File: config.mk
export PLATFORM = sky130hd
export DESIGN_NAME = data_mem_arbiter
export DESIGN_NICKNAME = d
export VERILOG_FILES = /design/src/rtl/data_mem_pkg.sv /design/src/rtl/dm_rr_pick.sv /design/src/rtl/data_mem_arbiter.sv
export SDC_FILE = /design/constraint.sdc
export NUM_CORES = 1
export LEC_CHECK = 0
export BUFFER_PORTS_ARGS = -buffer_cell sky130_fd_sc_hd__clkbuf_2
export CAP_MARGIN = 20
export CORE_MARGIN = 4
export CORE_UTILIZATION = 43
export DETAILED_ROUTE_END_ITERATION = 10
export GPL_ROUTABILITY_DRIVEN = 0
export PLACE_DENSITY_LB_ADDON = 0.2
export RECOVER_POWER = 25
export SLEW_MARGIN = 20
export SYNTH_ARGS = -nofsm -noshare
export SYNTH_HDL_FRONTEND = slang
export SYNTH_SLANG_ARGS = --single-unit
File: constraint.sdc
create_clock -name Clk -period 2.52 [get_ports Clk]
set_clock_uncertainty 0.15 [all_clocks]
set_input_delay 0.126 -clock Clk [delete_from_list [all_inputs] [get_ports Clk]]
set_output_delay 0.126 -clock Clk [all_outputs]
set_load 0.005 [all_outputs]
File: src/rtl/data_mem_pkg.sv
// Shared types and constants for the data memory arbiter.
//   ADDR_W / DATA_W : data memory geometry (256 x 8)
//   owner_e         : which requester currently holds a lock
//   mem_req_t       : one requester's access request bundle
package data_mem_pkg;

  localparam int ADDR_W = 8;
  localparam int DATA_W = 8;

  typedef enum logic [1:0] {
    OWN_NONE = 2'd0,
    OWN_R0   = 2'd1,
    OWN_R1   = 2'd2
  } owner_e;

  typedef struct packed {
    logic              req;
    logic              we;
    logic              lock;
    logic [ADDR_W-1:0] addr;
    logic [DATA_W-1:0] wdata;
  } mem_req_t;

endpackage

File: src/rtl/dm_rr_pick.sv
// Combinational grant decision for the two-requester data memory arbiter.
//   req_i[1:0]  : access requests (bit n = requester n)
//   lock_i[1:0] : requester wants to keep ownership
//   owner_i     : current lock owner
//   hold_cnt_i  : consecutive locked grants of the current owner
//   rr_last_i   : last requester granted
//   gnt_o[1:0]  : one-hot grant (all zero when nobody requests)
module dm_rr_pick
  import data_mem_pkg::*;
#(
  parameter int MAX_HOLD = 4,
  parameter int HOLD_W   = $clog2(MAX_HOLD + 1)
) (
  input  logic [1:0]        req_i,
  input  logic [1:0]        lock_i,
  input  owner_e            owner_i,
  input  logic [HOLD_W-1:0] hold_cnt_i,
  input  logic              rr_last_i,
  output logic [1:0]        gnt_o
);

  logic hold_ok;
  assign hold_ok = hold_cnt_i < HOLD_W'(MAX_HOLD);

  always_comb begin
    gnt_o = 2'b00;
    if (req_i == 2'b01 || req_i == 2'b10) begin
      gnt_o = req_i;
    end else if (req_i == 2'b11) begin
      // A lock only wins under contention while its budget lasts; once the
      // owner drops Lock or saturates, plain round-robin takes over.
      if (owner_i == OWN_R0 && lock_i[0] && hold_ok)      gnt_o = 2'b01;
      else if (owner_i == OWN_R1 && lock_i[1] && hold_ok) gnt_o = 2'b10;
      else if (rr_last_i)                                 gnt_o = 2'b01;
      else                                                gnt_o = 2'b10;
    end
  end

endmodule

File: src/rtl/data_mem_arbiter.sv
// Round-robin arbiter sharing a single-port 256x8 data memory between the
// core (requester 0) and the host loader/debug port (requester 1), with a
// bounded lock for back-to-back bursts.
//   Clk, Reset            : clock, synchronous active-high reset
//   ReqN/WeN/LockN        : request, write select, lock request
//   AddrN/WdataN          : access address and write data
//   GntN                  : combinational grant, access executes this cycle
//   RvalidN/RdataN        : registered read return, one cycle after grant
//   MemAddress/MemDataIn/MemWriteEn : drive to the memory
//   MemDataOut            : combinational read data from the memory
module data_mem_arbiter #(
  parameter int ADDR_W   = data_mem_pkg::ADDR_W,
  parameter int DATA_W   = data_mem_pkg::DATA_W,
  parameter int MAX_HOLD = 4
) (
  input  logic              Clk,
  input  logic              Reset,
  input  logic              Req0,
  input  logic              Req1,
  input  logic              We0,
  input  logic              We1,
  input  logic              Lock0,
  input  logic              Lock1,
  input  logic [ADDR_W-1:0] Addr0,
  input  logic [ADDR_W-1:0] Addr1,
  input  logic [DATA_W-1:0] Wdata0,
  input  logic [DATA_W-1:0] Wdata1,
  output logic              Gnt0,
  output logic              Gnt1,
  output logic              Rvalid0,
  output logic              Rvalid1,
  output logic [DATA_W-1:0] Rdata0,
  output logic [DATA_W-1:0] Rdata1,
  output logic [ADDR_W-1:0] MemAddress,
  output logic [DATA_W-1:0] MemDataIn,
  output logic              MemWriteEn,
  input  logic [DATA_W-1:0] MemDataOut
);
  import data_mem_pkg::*;

  localparam int HOLD_W = $clog2(MAX_HOLD + 1);

  mem_req_t r0, r1;
  assign r0 = '{req: Req0, we: We0, lock: Lock0, addr: Addr0, wdata: Wdata0};
  assign r1 = '{req: Req1, we: We1, lock: Lock1, addr: Addr1, wdata: Wdata1};

  logic              rr_last_q, rr_last_d;
  owner_e            owner_q, owner_d;
  logic [HOLD_W-1:0] hold_q, hold_d;
  logic [1:0]        rvalid_q, rvalid_d;
  logic [DATA_W-1:0] rdata0_q, rdata1_q;

  logic [1:0] pick, gnt;

  dm_rr_pick #(.MAX_HOLD(MAX_HOLD), .HOLD_W(HOLD_W)) u_pick (
    .req_i      ({r1.req, r0.req}),
    .lock_i     ({r1.lock, r0.lock}),
    .owner_i    (owner_q),
    .hold_cnt_i (hold_q),
    .rr_last_i  (rr_last_q),
    .gnt_o      (pick)
  );

  // Nothing reaches the memory while in reset, so no write or read fires.
  assign gnt  = Reset ? 2'b00 : pick;
  assign Gnt0 = gnt[0];
  assign Gnt1 = gnt[1];

  always_comb begin
    MemAddress = '0;
    MemDataIn  = '0;
    MemWriteEn = 1'b0;
    if (gnt[0]) begin
      MemAddress = r0.addr;
      MemDataIn  = r0.wdata;
      MemWriteEn = r0.we;
    end else if (gnt[1]) begin
      MemAddress = r1.addr;
      MemDataIn  = r1.wdata;
      MemWriteEn = r1.we;
    end
  end

  // Next state: a lock extends only if the same requester already owned it.
  always_comb begin
    rr_last_d = rr_last_q;
    owner_d   = OWN_NONE;
    hold_d    = '0;
    rvalid_d  = {gnt[1] & ~r1.we, gnt[0] & ~r0.we};
    if (gnt[0]) begin
      rr_last_d = 1'b0;
      if (r0.lock) begin
        owner_d = OWN_R0;
        if (owner_q != OWN_R0)                hold_d = HOLD_W'(1);
        else if (hold_q == HOLD_W'(MAX_HOLD)) hold_d = hold_q;
        else                                  hold_d = hold_q + HOLD_W'(1);
      end
    end else if (gnt[1]) begin
      rr_last_d = 1'b1;
      if (r1.lock) begin
        owner_d = OWN_R1;
        if (owner_q != OWN_R1)                hold_d = HOLD_W'(1);
        else if (hold_q == HOLD_W'(MAX_HOLD)) hold_d = hold_q;
        else                                  hold_d = hold_q + HOLD_W'(1);
      end
    end
  end

  always_ff @(posedge Clk) begin
    if (Reset) begin
      rr_last_q <= 1'b1;
      owner_q   <= OWN_NONE;
      hold_q    <= '0;
      rvalid_q  <= 2'b00;
      rdata0_q  <= '0;
      rdata1_q  <= '0;
    end else begin
      rr_last_q <= rr_last_d;
      owner_q   <= owner_d;
      hold_q    <= hold_d;
      rvalid_q  <= rvalid_d;
      if (rvalid_d[0]) rdata0_q <= MemDataOut;
      if (rvalid_d[1]) rdata1_q <= MemDataOut;
    end
  end

  assign Rvalid0 = rvalid_q[0];
  assign Rvalid1 = rvalid_q[1];
  assign Rdata0  = rdata0_q;
  assign Rdata1  = rdata1_q;

endmodule

Word-level counts from Yosys, hierarchy flattened --
Index checks and enable logic that the tools add are counted.
Word-level totals: output and inout port bits 37, flip-flop bits (word level) 24
Operators by class: add/sub/neg operators 1, bitwise operators 4, $lt $le $gt $ge 1, reduce and logical (&&, ||, !) cells 6, eq/ne operators 8, mux-type cells 25
Operator list (number):
- $mux 8 | 4
- $mux 3 | 7
- $mux 2 | 9
- $eq 2x2->1 const B | 3
- $mux 1 | 5
- $eq 2x1->1 const B | 2
- $logic_and 1x1->1 | 4
- $add 3x1->3 const B | 1
- $eq 3x3->1 const B | 1
- $lt 3x3->1 const B | 1
- $and 1x1->1 | 2
- $ne 2x1->1 const B | 1
- $ne 2x2->1 const B | 1
- $not 1->1 | 2
- $reduce_bool 2->1 | 1
- $logic_or 1x1->1 | 1

Logic depth before layout (Yosys ltp) --
depth after elaboration 10, depth in mapped cells 6

By module --
A second synthesis with hierarchy kept.
Unflattened totals: cell total of the unflattened synthesis 134, area total of the unflattened synthesis 1199.9 µm²
By module, submodules not included:
- data_mem_arbiter | times used 1, cells each 124, sequential area each 480.5 µm², area an instance 1111.1 µm²
- dm_rr_pick | times used 1, cells each 10, sequential area each 0.0 µm², area an instance 88.8 µm²

Worst setup path before layout --
No wires, ideal clock.
path type in2out, start in Req0, end out MemAddress[0], path buffers 1, required time 2.244 ns, arrival 1.707 ns, path slack 0.537 ns, stages 6, cell sequence ha_1 nand2b_1 a22o_1 nor3_2 buf_2 a22o_1
Between the ends: elaborated cells on any way between the ends 9
RTL lines:
- start: declaration | RTL line data_mem_arbiter.sv:18 | input logic Req0,
- $eq 2x2->1, or another cell as far along | RTL line dm_rr_pick.sv:29 | end else if (req_i == 2'b11) begin
- $mux 2 / $logic_or 1x1->1 (equally long branches) | RTL line dm_rr_pick.sv:29, dm_rr_pick.sv:27
- $mux 2 * | RTL line dm_rr_pick.sv:27 | if (req_i == 2'b01 || req_i == 2'b10) begin
- $mux 2 * | RTL line data_mem_arbiter.sv:65 | assign gnt = Reset ? 2'b00 : pick;
- named net Gnt0 | RTL line data_mem_arbiter.sv:28 | output logic Gnt0,
- $mux 8 * | RTL line data_mem_arbiter.sv:73 | if (gnt[0]) begin
- end: declaration | RTL line data_mem_arbiter.sv:34 | output logic [ADDR_W-1:0] MemAddress,
Mark *: on every way through the listed nets, which the timed path passes. The rest lies on a longest branch.

Worst setup path in the final report --
start reg owner_q[0], end out MemDataIn[1]
Between the ends: cells in the longest elaborated chain, start to end 10, elaborated cells on any way between the ends 13
RTL lines:
- start: declaration | RTL line data_mem_arbiter.sv:48 | owner_e owner_q, owner_d;
- start signal: assignment | RTL line data_mem_arbiter.sv:119 | owner_q <= owner_d;
- $eq 2x2->1 | RTL line dm_rr_pick.sv:33 | else if (owner_i == OWN_R1 && lock_i[1] && hold_ok) gnt_o = 2'b10;
- $logic_and 1x1->1 (2 in a row) | RTL line dm_rr_pick.sv:33
- $mux 2 | RTL line dm_rr_pick.sv:33
- $mux 2 * | RTL line dm_rr_pick.sv:32 | if (owner_i == OWN_R0 && lock_i[0] && hold_ok) gnt_o = 2'b01;
- $mux 2 * | RTL line dm_rr_pick.sv:29
- $mux 2 * | RTL line dm_rr_pick.sv:27
- $mux 2 * | RTL line data_mem_arbiter.sv:65
- $mux 8 | RTL line data_mem_arbiter.sv:77 | end else if (gnt[1]) begin
- $mux 8 * | RTL line data_mem_arbiter.sv:73
- end: declaration | RTL line data_mem_arbiter.sv:35 | output logic [DATA_W-1:0] MemDataIn,
Every way passes the cells marked *; elsewhere a longest branch is shown, timed or not.

==> results_dict.tcl <==
set metrics [dict create \
    fin_crit_sh_pct 94.7 \
    rsz0062_at_grt "false" \
    reg2reg_slack_ps 620 \
    viasPerCell 5.38 \
    fmax_mhz 419 \
    cp.required_ps 2240 \
    clk_latency_ps 320 \
    grt.total_usage_pct 20.8 \
    clk_transition_reported_paths_ps 130 \
    clock_sinks 24 \
    cap_violations 0 \
    antennaDiodeCount 0 \
    min_period_ps 2390 \
    worstSetupStartpoint "owner_q[0]" \
    regToRegEndpoint "Rdata1[1]" \
    port_buffers 84 \
    slew_viol_final 0 \
    cp_max_fo 18 \
    synth.most_common_cell "dfxtp_1" \
    cp-start-kind "register" \
    critPathKind "reg2out" \
    p_total_uw 961 \
    antenna_found_initial 0 \
    synth.distinct_cells 35 \
    die_h_um 66.0 \
    drt-total-wl_um 4420 \
    postLayoutCellArea_um2 2100 \
    seq_power_share_pct 43.9 \
    core_region_area_um2 3130 \
    clockPowerShare_pct 29.6 \
    critical_path.top_delay_family "compound AO/OA/AOI/OAI gates" \
    dp_hpwl_um 3290 \
    endpoint_kind "output pin" \
    clockBufferDepth 2 \
    cts_tree "yes" \
    grt.overflow.total 0 \
    p_leak_nw 0.943 \
    r2r_cells 4 \
    critical-path-max-stage-delay_ps 440 \
    drt_iter0_drc 144 \
    io_pins 85 \
    cp.depth 6 \
    synthFlopType "dfxtp_1" \
    synthTopCellsByArea "dfxtp_1 33%, a22o_1 10%, mux2i_1 5.5%" \
    syn_inst 165 \
    dieArea_um2 4360 \
    postRouteAntennaNets 0 \
    hp-class "in2reg" \
    layout.nets 312 \
    synth_top_cell_area_share_pct 33.2 \
    peakVddDrop_uv 211 \
    slowest_stage "or3b_4" \
    cts-root-buf "clkbuf_4" \
    critPathBufInv 2 \
    setup_violations 0 \
    grt_pass1_wl_um 7110 \
    yosysSeqAreaShare_pct 33.2 \
    finalHoldViolCount 0 \
    netlist_area_um2 1450 \
    drc 0 \
    switching_share_pct 28.4 \
    postLayoutCoreUtil_pct 67.1 \
    internal-power_uw 688 \
    ys_ff_latch 24 \
    grt_pass1_vias 1499 \
    outcome "completed" \
    ff_latch_area_um2 480 \
    finalWorstSetupSlack_ps 134 \
    setup_tns_ps 0 \
    combPwrFrac_pct 26.4 \
    synthesis.area_per_instance_um2 8.78 \
    crit_chain "or3b_4 > a221oi_4 > nor3_2 > buf_4 > a22o_1 > clkbuf_2" \
    async_flop_share_pct 0 \
    area_growth_pct 44.9 \
    vias 1635 \
    die_w_um 66.0 \
    yosys_warnings 0 \
    crit_path_end "MemDataIn[1]" \
    worstPathArrival_ps 2110 \
    multi_input_area_um2 898 \
    avgRoutedWirePerCell_um 14.5 \
    start_util_pct 46.3 \
    nFillCells 288 \
    h-tree-depth 1 \
    synth_top_area_cell "dfxtp_1" \
    slew_headroom_pct 71.9 \
    syn_nets 216 \
    p_per_area_nw_per_um2 458 \
    worst_pin_slew_ps 422 \
    rr_startpoint "owner_q[0]" \
    drive_above_1_share_pct 36.2 \
    synth-edff-count 0 \
    place_ws_ps 249 \
    rows 20 \
    cts_buffers 3 \
    synth_common_cells "24 x dfxtp_1, 17 x a22o_1, 12 x nand2_1, 12 x nor3_1" \
    first_pass_iters 4 \
    p_sw_uw 273 \
    grt_max_degree 27 \
    dpl_cell_area_um2 1910 \
]
[sequential cells by signal, indices dropped and copies added, names as in the netlist]
name / count
Rdata0: 8
Rdata1: 8
hold_q: 3
owner_q: 2
rr_last_q: 1
rvalid_q: 2
[worst min-delay path: stages]
cell and delay [ps]:
clkbuf_2 100, nand3_1 70, a211o_1 120, a21oi_1 70
[logic make-up after synthesis]
group | after synthesis | share of synthesized area, %
flip-flops | 24 | 33.2
AO/OA/AOI/OAI | 50 | 28.8
AND/OR/NAND/NOR | 60 | 23.7
buffers and inverters | 19 | 5.61
XOR/XNOR | 1 | 0.605
adder cells (fa/ha/maj) | 3 | 2.59
multiplexers | 8 | 5.53
[worst min-delay path by stage]
stage,cells after the start,endpoint,slack (ps),start
global placement,2,rvalid_q[0],190,We0
global route,4,hold_q[1],90,Lock1
finish,4,hold_q[2],50,Lock1
CTS,4,hold_q[2],50,Lock1
detailed placement,2,rvalid_q[0],190,We0
floorplan,1,rvalid_q[0],50,We0
[cells in the final DEF (no fill, tap or decap), types with 9 or more instances in the layout]
cell and count:
a22o_1 17, or4_1 9, nand2b_1 9, nand2_1 12
clkbuf_2 77, dlygate4sd3_1 11, nor3_1 12, a31oi_1 9
dfxtp_1 24, nand3_1 9
[through the flow]
step | hold WS [ps] | cells
finish | 51.0 | 304
floorplan | 52.8 | 165
global route | 86.3 | 304
global placement | 190 | 288
CTS | 51.5 | 303
detailed placement | 193 | 288
[per-layer routing]
layer  GRT usage [%]  vias to the layer above  part of all wire [%]
met2            32.7                       62                    47
met5               0                        -                     0
met3            4.76                        7                   7.9
li1                -                      837                     -
met1            28.4                      729                    44
met4            5.58                        0                   1.1
[power by group through the flow]
stage / sequential [mW] / combinational (mW) / clock, mW
final: 0.422 / 0.254 / 0.285
after global routing: 0.425 / 0.282 / 0.304
after CTS: 0.421 / 0.249 / 0.289
after detailed placement: 0.429 / 0.235 / 0
after global placement: 0.428 / 0.234 / 0
after floorplan: 0.428 / 0.126 / 0
[area by class of cell]
type	instances	area share (%)
Clock buffer	3	1.07
Sequential cell	24	22.9
Clock inverter	1	1.43
Tap cell	44	2.62
Multi-Input combinational cell	122	42.8
Inverter	9	1.61
Timing Repair Buffer	101	27.6
[repair_timing]
action,4_1_cts,5_1_grt
endpoints found under the hold margin,12,0
resized for setup,0,1
setup endpoints to repair,0,16
hold buffers,11,0
buffers inserted,0,1
No activity file was read; power rests on OpenSTA's default activity.
